**src/rtl/serial_adder_if.sv**
```systemverilog
// Start/busy/done handshake and operand/result bus of the bit-serial adder.
interface serial_adder_if #(
  parameter int unsigned WIDTH = 8
);
  logic             start;
  logic [WIDTH-1:0] a;
  logic [WIDTH-1:0] b;
  logic             cin;
  logic [WIDTH-1:0] sum;
  logic             cout;
  logic             ovf;
  logic             busy;
  logic             done;

  modport master (
    output start, a, b, cin,
    input  sum, cout, ovf, busy, done
  );

  modport slave (
    input  start, a, b, cin,
    output sum, cout, ovf, busy, done
  );
endinterface

```
**src/rtl/serial_adder.sv**
```systemverilog
// Bit-serial ripple adder: one full-adder cell plus a carry flop, one bit per
// clock, LSB first. Result, carry-out and signed overflow are held until the
// next completion.
module serial_adder #(
  parameter int unsigned WIDTH = 8
) (
  input  logic          clk,
  input  logic          rst,
  serial_adder_if.slave bus
);
  localparam int unsigned CNT_W = (WIDTH > 2) ? $clog2(WIDTH) : 1;

  typedef enum logic [1:0] {
    IDLE = 2'd0,
    ADD  = 2'd1,
    DONE = 2'd2
  } state_t;

  state_t           state_q;
  state_t           state_d;
  logic [CNT_W-1:0] cnt_q;
  logic             c_q;
  logic [WIDTH-1:0] a_sh;
  logic [WIDTH-1:0] b_sh;
  logic [WIDTH-1:0] sum_sh;
  logic             busy_d;
  logic             done_d;
  logic             last_step;

  logic ha1_s;
  logic ha1_c;
  logic ha2_c;
  logic fa_s;
  logic fa_co;

  // Full-adder cell: two half-adders and a carry OR on the current LSB pair.
  always_comb begin
    ha1_s = a_sh[0] ^ b_sh[0];
    ha1_c = a_sh[0] & b_sh[0];
    fa_s  = ha1_s ^ c_q;
    ha2_c = ha1_s & c_q;
    fa_co = ha1_c | ha2_c;
  end

  assign last_step = (cnt_q == CNT_W'(WIDTH - 1));

  // Next-state and next-value of the busy/done flags.
  always_comb begin
    state_d = state_q;
    busy_d  = 1'b0;
    done_d  = 1'b0;
    case (state_q)
      IDLE:    if (bus.start) state_d = ADD;
      ADD:     if (last_step) state_d = DONE;
      DONE:    state_d = IDLE;
      default: state_d = IDLE;
    endcase
    busy_d = (state_d == ADD);
    done_d = (state_d == DONE);
  end

  // State register with registered busy/done flags.
  always_ff @(posedge clk or posedge rst) begin
    if (rst) begin
      state_q  <= IDLE;
      bus.busy <= 1'b0;
      bus.done <= 1'b0;
    end else begin
      state_q  <= state_d;
      bus.busy <= busy_d;
      bus.done <= done_d;
    end
  end

  // Operand capture, serial shift/add, and result capture on the last bit.
  always_ff @(posedge clk or posedge rst) begin
    if (rst) begin
      cnt_q    <= '0;
      c_q      <= 1'b0;
      a_sh     <= '0;
      b_sh     <= '0;
      sum_sh   <= '0;
      bus.sum  <= '0;
      bus.cout <= 1'b0;
      bus.ovf  <= 1'b0;
    end else begin
      case (state_q)
        IDLE: begin
          if (bus.start) begin
            a_sh  <= bus.a;
            b_sh  <= bus.b;
            c_q   <= bus.cin;
            cnt_q <= '0;
          end
        end
        ADD: begin
          c_q    <= fa_co;
          a_sh   <= {1'b0, a_sh[WIDTH-1:1]};
          b_sh   <= {1'b0, b_sh[WIDTH-1:1]};
          sum_sh <= {fa_s, sum_sh[WIDTH-1:1]};
          cnt_q  <= cnt_q + CNT_W'(1);
          if (last_step) begin
            // c_q here is the carry into the MSB
            bus.sum  <= {fa_s, sum_sh[WIDTH-1:1]};
            bus.cout <= fa_co;
            bus.ovf  <= c_q ^ fa_co;
          end
        end
        default: ;
      endcase
    end
  end
endmodule

```
**src/flat_wrapper.sv**
```systemverilog
// flat-port wrapper written by rule: the top's interface ports become plain ports
module serial_adder_flat 
#(
  parameter int unsigned WIDTH = 8
)
  (clk, rst, bus_start, bus_a, bus_b, bus_cin, bus_sum, bus_cout, bus_ovf, bus_busy, bus_done);
  serial_adder_if #(.WIDTH(WIDTH)) bus_i ();
  input  logic clk;
  input  logic rst;
  input wire logic [$bits(bus_i.start)-1:0] bus_start;
  input wire logic [$bits(bus_i.a)-1:0] bus_a;
  input wire logic [$bits(bus_i.b)-1:0] bus_b;
  input wire logic [$bits(bus_i.cin)-1:0] bus_cin;
  output wire logic [$bits(bus_i.sum)-1:0] bus_sum;
  output wire logic [$bits(bus_i.cout)-1:0] bus_cout;
  output wire logic [$bits(bus_i.ovf)-1:0] bus_ovf;
  output wire logic [$bits(bus_i.busy)-1:0] bus_busy;
  output wire logic [$bits(bus_i.done)-1:0] bus_done;
  assign bus_i.start = bus_start;
  assign bus_i.a = bus_a;
  assign bus_i.b = bus_b;
  assign bus_i.cin = bus_cin;
  assign bus_sum = bus_i.sum;
  assign bus_cout = bus_i.cout;
  assign bus_ovf = bus_i.ovf;
  assign bus_busy = bus_i.busy;
  assign bus_done = bus_i.done;
  serial_adder #(.WIDTH(WIDTH)) u_core (.clk(clk), .rst(rst), .bus(bus_i));
endmodule
```
**config.mk**
```make
export PLATFORM = sky130hd
export DESIGN_NAME = serial_adder_flat
export DESIGN_NICKNAME = d
export VERILOG_FILES = /design/src/rtl/serial_adder_if.sv /design/src/rtl/serial_adder.sv /design/src/flat_wrapper.sv
export SDC_FILE = /design/constraint.sdc
export NUM_CORES = 1
export LEC_CHECK = 0
export BUFFER_PORTS_ARGS = -buffer_cell sky130_fd_sc_hd__buf_2
export CELL_PAD_IN_SITES_DETAIL_PLACEMENT = 1
export CELL_PAD_IN_SITES_GLOBAL_PLACEMENT = 1
export CORE_ASPECT_RATIO = 0.5
export CORE_UTILIZATION = 25
export CTS_CLUSTER_SIZE = 24
export DETAILED_ROUTE_END_ITERATION = 7
export PLACE_DENSITY = 0.55
export REMOVE_ABC_BUFFERS = 1
export SETUP_SLACK_MARGIN = 0.05
export SYNTH_ARGS = -nofsm -noshare
export SYNTH_HDL_FRONTEND = slang
export SYNTH_SLANG_ARGS = --single-unit
```
**constraint.sdc**
```tcl
create_clock -name clk -period 1.3 [get_ports clk]
set_input_delay 0 -clock clk [delete_from_list [all_inputs] [get_ports clk]]
set_output_delay 0 -clock clk [all_outputs]
set_load 0.05 [all_outputs]
```
Yosys cells after proc, flatten, opt, wreduce, memory -nomap -nowiden
Cells that the tools add are included.
{ "totals": {"reg_bits": 42, "input_bits": 20, "wordCells": 38} }
{ "op_classes": {"n_addsub": 1, "n_eq_ne": 5, "n_mux": 11, "n_bitwise": 6, "n_reduce_logical": 4} }
{ "op_table": {"columns": ["op", "count"], "rows": [
  ["one-hot mux 8 bit (2 select lines)", 2],
  ["two-way mux 8 bit", 2],
  ["one-hot mux 3 bit (2 select lines)", 1],
  ["equality test 2 x 1 -> 1 bit, second input constant", 2],
  ["two-way mux 2 bit", 2],
  ["one-hot mux 2 bit (2 select lines)", 1],
  ["AND reduction 2 bit", 2],
  ["adder 3 x 1 -> 3 bit, second input constant", 1],
  ["equality test 3 bit, second input constant", 1],
  ["two-way mux 3 bit", 1],
  ["XOR 1 bit", 3],
  ["bitwise AND 1 bit", 2],
  ["equality test 2 bit, second input constant", 1],
  ["logical NOT 2 bit", 1],
  ["inequality test 2 bit, second input constant", 1],
  ["one-hot mux 1 bit (2 select lines)", 1],
  ["nonzero test 2 bit", 1],
  ["two-way mux 1 bit", 1],
  ["OR 1 bit", 1]
]} }

Longest topological paths before layout
Gate-level depths: netlist of run 1.
{ "logic_depth": {"word_depth": 4, "mapped_depth": 5, "ltp_nobuf": 4} }

Worst setup path before layout of run 1
Ideal clock, no wire load.
{ "synth_timing": {"kind": "register to register", "from": "register u_core.cnt_q[0]", "to": "register u_core.bus.cout", "t_arrival_ns": 1.305, "required_time_ns": 1.175, "slack_ns": -0.130, "stages_incl_launch_ff": 6, "n_path_buf": 1, "period_less_slack_ns": 1.430, "path_cell_list": "dfrtp_1 -> ha_1 -> ha_1 -> nand3b_4 -> buf_6 -> mux2_4"} }
{ "synth_via": {"elab_chain_cells": 2} }
{ "synth_rtl": {"columns": ["element", "line", "source"], "rows": [
  ["start, declared", "serial_adder.sv:21", "logic [CNT_W-1:0] cnt_q;"],
  ["start signal, assigned", "serial_adder.sv:101", "cnt_q <= cnt_q + CNT_W'(1);"],
  ["equality test 3 bit", "serial_adder.sv:45", "assign last_step = (cnt_q == CNT_W'(WIDTH - 1));"],
  ["AND reduction 2 bit (no line)", null, null],
  ["end signal, assigned", "serial_adder.sv:105", "bus.cout <= fa_co;"],
  ["end, declared", "serial_adder_if.sv:22", "output sum, cout, ovf, busy, done"]
]} }
No other way between the ends.
A chain may end at the register's enable or synchronous reset.

Worst setup path in the final report of run 1
{ "layout_timing": {"from": "register u_core.c_q", "to": "register u_core.bus.ovf"} }
{ "layout_via": {"elab_chain_cells": 3} }
{ "layout_rtl": {"columns": ["element", "line", "source"], "rows": [
  ["start, declared", "serial_adder.sv:22", "logic c_q;"],
  ["start signal, assigned", "serial_adder.sv:92", "c_q <= bus.cin;"],
  ["start signal, assigned", "serial_adder.sv:97", "c_q <= fa_co;"],
  ["bitwise AND 1 bit", "serial_adder.sv:41", "ha2_c = ha1_s & c_q;"],
  ["OR 1 bit", "serial_adder.sv:42", "fa_co = ha1_c | ha2_c;"],
  ["named net u_core.fa_co", "serial_adder.sv:34", "logic fa_co;"],
  ["XOR 1 bit", "serial_adder.sv:106", "bus.ovf <= c_q ^ fa_co;"],
  ["end signal, assigned", "serial_adder.sv:106", null],
  ["end, declared", "serial_adder_if.sv:22", null]
]} }
The timed path passes the listed nets, and every way through them passes these cells.

==> results of run 1 <==
[power breakdown]
part           internal (mW)  switching (mW)  leakage, nW  total [mW]
Sequential              1.89           0.411        0.474        2.30
Clock                   1.11           0.521       0.0944        1.63
Combinational           1.77            1.87        0.748        3.63
Total                   4.76            2.80         1.32        7.56
[cell families after synthesis]
group / count (synthesis)
AND/OR/NAND/NOR: 35
XOR/XNOR: 1
AO/OA/AOI/OAI: 22
buffers and inverters: 31
flip-flops: 41
multiplexers: 18
adder cells (fa/ha/maj): 3
[worst min-delay path by stage]
stage / depth (start not counted) / startpoint / slack [ns] / endpoint
after floorplan: 1 / bus_a[7] / 0.13 / u_core.a_sh[7]
after global placement: 3 / rst / 0.16 / u_core.bus.busy
after detailed placement: 3 / rst / 0.17 / u_core.bus.busy
after CTS: 3 / bus_a[5] / 0.08 / u_core.a_sh[5]
after global routing: 3 / bus_a[5] / 0.07 / u_core.a_sh[5]
final: 3 / bus_a[4] / 0.06 / u_core.a_sh[4]
[flip-flops by register name (all words and copies together), names as in the netlist]
register	flops
u_core.cnt_q	3
u_core.c_q	1
u_core.b_sh	8
u_core.bus.ovf	1
u_core.sum_sh	7
u_core.a_sh	8
u_core.bus.sum	8
u_core.bus.busy	1
u_core.state_q	2
u_core.bus.done	1
u_core.bus.cout	1
[through the flow]
step	instance area [um^2]	cells	total power, mW	hold WS (ns)
finish	2870	300	7.56	0.0591
global route	2870	300	8.02	0.0681
CTS	2570	295	6.95	0.0770
detailed placement	2220	279	5.01	0.168
global placement	2220	279	4.91	0.164
floorplan	1840	138	4.20	0.133
[layout by cell type, fill, tap and decap left out]
cell type	synthesis	routed
nor4b_2	0	12
mux2_2	10	1
nor3b_2	0	3
fa_2	0	1
nand2b_1	2	1
nor4b_4	0	3
dlygate4sd3_1	0	3
xor2_1	1	1
dfrtp_1	41	39
buf_6	3	6
a21oi_2	0	1
mux2_4	8	17
nor3b_1	16	13
buf_4	1	14
inv_2	0	1
clkbuf_16	0	6
buf_8	0	2
nor2b_4	0	1
ha_4	0	1
buf_2	5	31
inv_1	18	17
ha_2	0	1
a211oi_1	15	1
inv_6	0	1
bufinv_16	0	2
nand3b_4	1	2
dfrtp_2	0	2
a22o_1	4	4
a211oi_2	0	14
a21oi_1	2	1
o21bai_4	0	1
nand2b_4	0	1
[what timing repair did]
item	4_1_cts	5_1_grt
buffers inserted	4	5
setup endpoints to repair	33	34
endpoints found under the hold margin	43	0
hold buffers	3	0
pin swaps	4	17
gates cloned	1	1
gates resized for setup	20	48
[worst min-delay path: cells and delay by family]
kind	cells	cell delay [ns]
simple gates	1	0.04
compound gates	1	0.17
buf+inv	1	0.08
[layout make-up]
type,count,area share
clock inverter,3,0.0240
inverter,18,0.0235
tap,96,0.0418
multi-input combinational,80,0.365
timing repair buffer,57,0.144
sequential,41,0.358
clock buffer,5,0.0436
[per-layer routing]
metal  part of all wire  up-vias
met1               0.47      693
met4              0.012        0
met2               0.48       19
li1                   -      643
met3              0.039        6
met5                  0        -
==> flow_summary_export.csv, run 1 <==
group,metric,value,unit
outcome,status,"finished, violations left",
outcome,violations,"negative setup slack",
drt,drt-total-wl,4.46,mm
timing,min_period_over_period,1.05,
synthesis,ys_ff_latch,41,
critical_path,crit_buf_inv,0,
critical_path,reg2reg_from,"u_core.c_q",
timing,hold_viol_final,0,
cts,numCtsBuffers,5,
synthesis,seq_area_frac_synth,0.535,
floorplanning,num_rows,22,
layout,diodes,0,
grt,overflow,0,
hold_path,hold_path.class,"input pin to register",
timing,slew_violations,0,
synthesis,synth.area.mux_share,0.121,
layout,multi_input_area,1050,um^2
power_and_ir_drop,max-vdd-ir-drop,0.830,mV
cts,clk_latency,0.28,ns
critical_path,cpLargestDelayFamily,"adder cells",
cts,cts.path.max_buffers,2,
flow_run,cap_violations,0,
synthesis,synth_top_area_frac,0.535,
critical_path,worst_ep_arrival_time,1.53,ns
layout,syn2layout_area_growth,49.8,%
cts,clock-root-buffer,"clkbuf_16",
synthesis,synth_edf_count,0,
critical_path,crit_cells,3,
power_and_ir_drop,powerDensity,2630,nW/um^2
critical_path,r2r-end,"u_core.bus.ovf",
critical_path,worstSetupEndpointType,"register",
synthesis,synth-simple-area-share,0.151,
timing,fin_crit,1.36,ns
synthesis,synth_area,1920,um^2
critical_path,slowest_stage,"fa_2",
drt,vias_per_cell,4.54,
placed_design,portBuffers,31,
floorplanning,die_h,63.9,um
cts,cts_sinks,41,
floorplanning,pin_count,32,
drt,vias,1361,
layout,n_fill_cell,802,
synthesis,synth_top_family_by_area,"simple AND/OR/NAND/NOR gates",
drt,drcViolationCount,0,
synthesis,ys_types,20,
cts,ctsHtreeMaxLevel,2,
synthesis,synthAdderAreaFrac,0.0235,
critical_path,regToRegSetupSlack,-0.06,ns
timing,relSlewSlack,0.653,
grt,met2_usage,0.174,
timing,clock_skew,0.00494,ns
synthesis,synth-compound-area-share,0.0862,
cts,cts.clk_slew.worst_paths,0.06,ns
placed_design,routabilityCongestion,0.654,
layout,layout.nets,226,
critical_path,path_class,"register to register",
floorplanning,die_w,126,um
synthesis,synth_most_common_cell,"dfrtp_1",
placed_design,dp_hpwl,2.53,mm
timing,rsz0062_at_grt,"yes",
cts,cts_tree,"yes",
floorplanning,start_util,0.260,
drt,wire_per_inst,14.9,um
critical_path,worstPathMaxFanout,3,
layout,seq_area,1030,um^2
drt,postRouteAntennaNets,0,
timing,setup_violations,10,
timing,max_freq,734,MHz
critical_path,critPathCapture,"u_core.bus.ovf",
drt,drt_iter0_markers,51,
synthesis,synth_area_leaders,"dfrtp_1 54%, nor4b_1 6.9%, mux2_4 6.3%, nor3b_1 6.3%, a211oi_1 5.9%",
critical_path,crit_path_max_incr_delay,0.43,ns
grt,busiest_layer,"met2",
floorplanning,core,7380,um^2
grt,antenna_found_initial,0,
floorplanning,dieArea,8040,um^2
placed_design,dpl_worst_slack,-0.179,ns
timing,setup_tns,-0.405,ns
synthesis,synthArstFlopShare,1.00,
grt,grt_usage,0.113,
drt,dr.pass1.iters,3,
synthesis,synth-xor-area-share,0.00457,
grt,use_met3,0.0343,
synthesis,synthTopCellsByCount,"41 x dfrtp_1, 18 x inv_1, 16 x nor3b_1, 15 x a211oi_1, 15 x nor4b_1",
grt,grt_pass1_vias,1375,
grt,grtUsageMet1,0.150,
critical_path,critPathRequiredTime,1.47,ns
grt,grt_start_max_net_pins,42,
synthesis,yosysTopAreaCell,"dfrtp_1",
power_and_ir_drop,leakage,1.32,nW
synthesis,synth_flop_cell,"dfrtp_1",
synthesis,synth-warning-count,0,
synthesis,synthCells,151,
critical_path,start_kind,"register",
layout,fin_util,0.389,
synthesis,avgSynthCellArea,12.7,um^2
layout,drive_gt1_frac,0.608,
critical_path,critPathLaunch,"u_core.c_q",
timing,tightest_slew,0.521,ns
grt,grt_pass1_wl,7.08,mm
critical_path,crit_chain,"fa_2, xor2_1, mux2_4",
timing,postLayoutSetupSlackWorst,-0.0617,ns
critical_path,reg2reg_depth,3,
No activity file was read; power rests on OpenSTA's default activity.
==> inputs of run 2 (changes only) <==
--- a/config.mk
+++ b/config.mk
@@ -6,15 +6,16 @@
 export NUM_CORES = 1
 export LEC_CHECK = 0
 export BUFFER_PORTS_ARGS = -buffer_cell sky130_fd_sc_hd__buf_2
-export CELL_PAD_IN_SITES_DETAIL_PLACEMENT = 1
+export CELL_PAD_IN_SITES_DETAIL_PLACEMENT = 0
 export CELL_PAD_IN_SITES_GLOBAL_PLACEMENT = 1
 export CORE_ASPECT_RATIO = 0.5
-export CORE_UTILIZATION = 25
+export CORE_UTILIZATION = 40
 export CTS_CLUSTER_SIZE = 24
 export DETAILED_ROUTE_END_ITERATION = 7
-export PLACE_DENSITY = 0.55
+export PLACE_DENSITY = 0.78
 export REMOVE_ABC_BUFFERS = 1
 export SETUP_SLACK_MARGIN = 0.05
+export SLEW_MARGIN = 20
 export SYNTH_ARGS = -nofsm -noshare
 export SYNTH_HDL_FRONTEND = slang
 export SYNTH_SLANG_ARGS = --single-unit
==> flow_summary_export.csv, run 2 (synthesized netlist as in run 1, its figures left out) <==
group,metric,value,unit
outcome,status,"finished, violations left",
outcome,violations,"negative setup slack",
drt,dr.pass1.iters,6,
layout,finalInstanceArea,2550,um^2
hold_path,hold_path.class,"input pin to register",
layout,n_fill_cell,389,
grt,overflow,0,
grt,grt_pass1_wl,5.85,mm
critical_path,crit_buf_inv,0,
timing,setup_tns,-0.403,ns
floorplanning,die_w,99.9,um
cts,clock-root-buffer,"clkbuf_8",
drt,postRouteAntennaNets,0,
timing,slew_violations,0,
layout,reg_top3,"u_core.a_sh x8, u_core.b_sh x8, u_core.bus.sum x8",
drt,drt-total-wl,3.64,mm
power_and_ir_drop,max-vdd-ir-drop,0.723,mV
floorplanning,core,4510,um^2
layout,syn2layout_area_growth,32.9,%
timing,setup_violations,11,
placed_design,routabilityCongestion,0.710,
cts,numCtsBuffers,5,
placed_design,portBuffers,31,
floorplanning,die_h,51.0,um
critical_path,slowest_stage,"dfrtp_1",
layout,diodes,0,
grt,grt_start_max_net_pins,42,
critical_path,path_class,"register to register",
cts,cts_sinks,41,
drt,drt_iter0_markers,34,
layout,final_common_cell,"dfrtp_1",
grt,grt_usage,0.151,
cts,clk_latency,0.28,ns
drt,drcViolationCount,0,
floorplanning,num_rows,17,
timing,min_period_over_period,1.04,
critical_path,worstPathMaxFanout,6,
flow_run,cap_violations,0,
critical_path,cpLargestDelayFamily,"flip-flops",
drt,vias,1314,
floorplanning,dieArea,5090,um^2
power_and_ir_drop,finalPower,6.25,mW
critical_path,critPathRequiredTime,1.47,ns
timing,clock_skew,0.00198,ns
critical_path,crit_path_max_incr_delay,0.39,ns
cts,cts.clk_slew.worst_paths,0.07,ns
timing,max_freq,739,MHz
power_and_ir_drop,powerDensity,2450,nW/um^2
critical_path,crit_chain,"ha_2, ha_4, nand3b_4, mux2_4",
layout,layout.nets,222,
drt,wire_per_inst,13.8,um
critical_path,start_kind,"register",
power_and_ir_drop,leakage,1.18,nW
timing,relSlewSlack,0.652,
grt,antenna_found_initial,0,
placed_design,placed_cell_area,2170,um^2
layout,drive_gt1_frac,0.518,
drt,vias_per_cell,4.96,
cts,cts_tree,"yes",
cts,ctsHtreeMaxLevel,2,
layout,layout_common_cells,"39 x dfrtp_1, 31 x buf_2, 18 x inv_1",
timing,hold_viol_final,0,
floorplanning,pin_count,32,
timing,fin_crit,1.35,ns
floorplanning,start_util,0.425,
timing,rsz0062_at_grt,"yes",
critical_path,worst_ep_arrival_time,1.52,ns
critical_path,worstSetupEndpointType,"register",
timing,postLayoutSetupSlackWorst,-0.0526,ns
grt,grt_pass1_vias,1241,
cts,cts.path.max_buffers,2,
placed_design,dp_hpwl,2.18,mm
timing,tightest_slew,0.522,ns
run 2: timing repair:
action | in CTS | in global routing
pin swaps | 4 | 0
setup endpoints to repair | 35 | 35
hold endpoints to repair | 43 | 0
gates cloned | 1 | 1
gates resized for setup | 16 | 26
buffers inserted | 2 | 3
hold buffers | 3 | 0
run 2: tightest hold or removal path, cell delays in order:
cell and delay (ns):
buf_2 0.08, nor4b_2 0.04, a211oi_2 0.17
run 2: power breakdown:
part / total (mW) / internal, mW / switching [mW]
Sequential: 2.26 / 1.89 / 0.372
Combinational: 3.17 / 1.50 / 1.67
Clock: 0.818 / 0.421 / 0.398
run 2: final cells by class:
type | instances | area (um^2) | area share
repair buffers | 53 | 347 | 0.136
clock buffers | 7 | 86.3 | 0.0339
multi-input cells | 80 | 936 | 0.367
flip-flops and latches | 41 | 1030 | 0.404
well taps | 66 | 82.6 | 0.0324
inverters | 18 | 67.6 | 0.0265
run 2: worst paths after layout:
path	startpoint	endpoint	slack (ns)	depth (start not counted)
setup / recovery	u_core.cnt_q[0]	u_core.bus.sum[6]	-0.05	4
hold / removal	bus_b[2]	u_core.b_sh[2]	0.06	3
setup reg to reg	u_core.cnt_q[0]	u_core.bus.sum[6]	-0.05	4
hold reg to reg	u_core.b_sh[7]	u_core.b_sh[7]	0.51	1
max in group asynchronous	rst	u_core.state_q[1]	0.54	4
min in group asynchronous	rst	u_core.cnt_q[2]	0.38	4
run 2: layer usage:
layer / vias up / part of all wire / global-route usage / wire, um
li1: 636 / - / - / -
met1: 650 / 0.49 / 0.199 / 1800
met2: 25 / 0.47 / 0.246 / 1700
met3: 3 / 0.035 / 0.0410 / 126
met4: 0 / 0.0055 / 0.0441 / 20
met5: - / 0 / 0 / 0
run 2: per-stage QoR:
step / worst slack [ns] / util / cells / hold slack, ns
2_1_floorplan: -0.538 / - / 138 / 0.133
3_3_place_gp: -0.153 / 0.481 / 248 / 0.152
4_1_cts: -0.0533 / 0.529 / 261 / 0.0672
3_5_place_dp: -0.183 / 0.481 / 248 / 0.155
6_report: -0.0526 / 0.565 / 265 / 0.0597
5_1_grt: -0.0819 / 0.565 / 265 / 0.0653
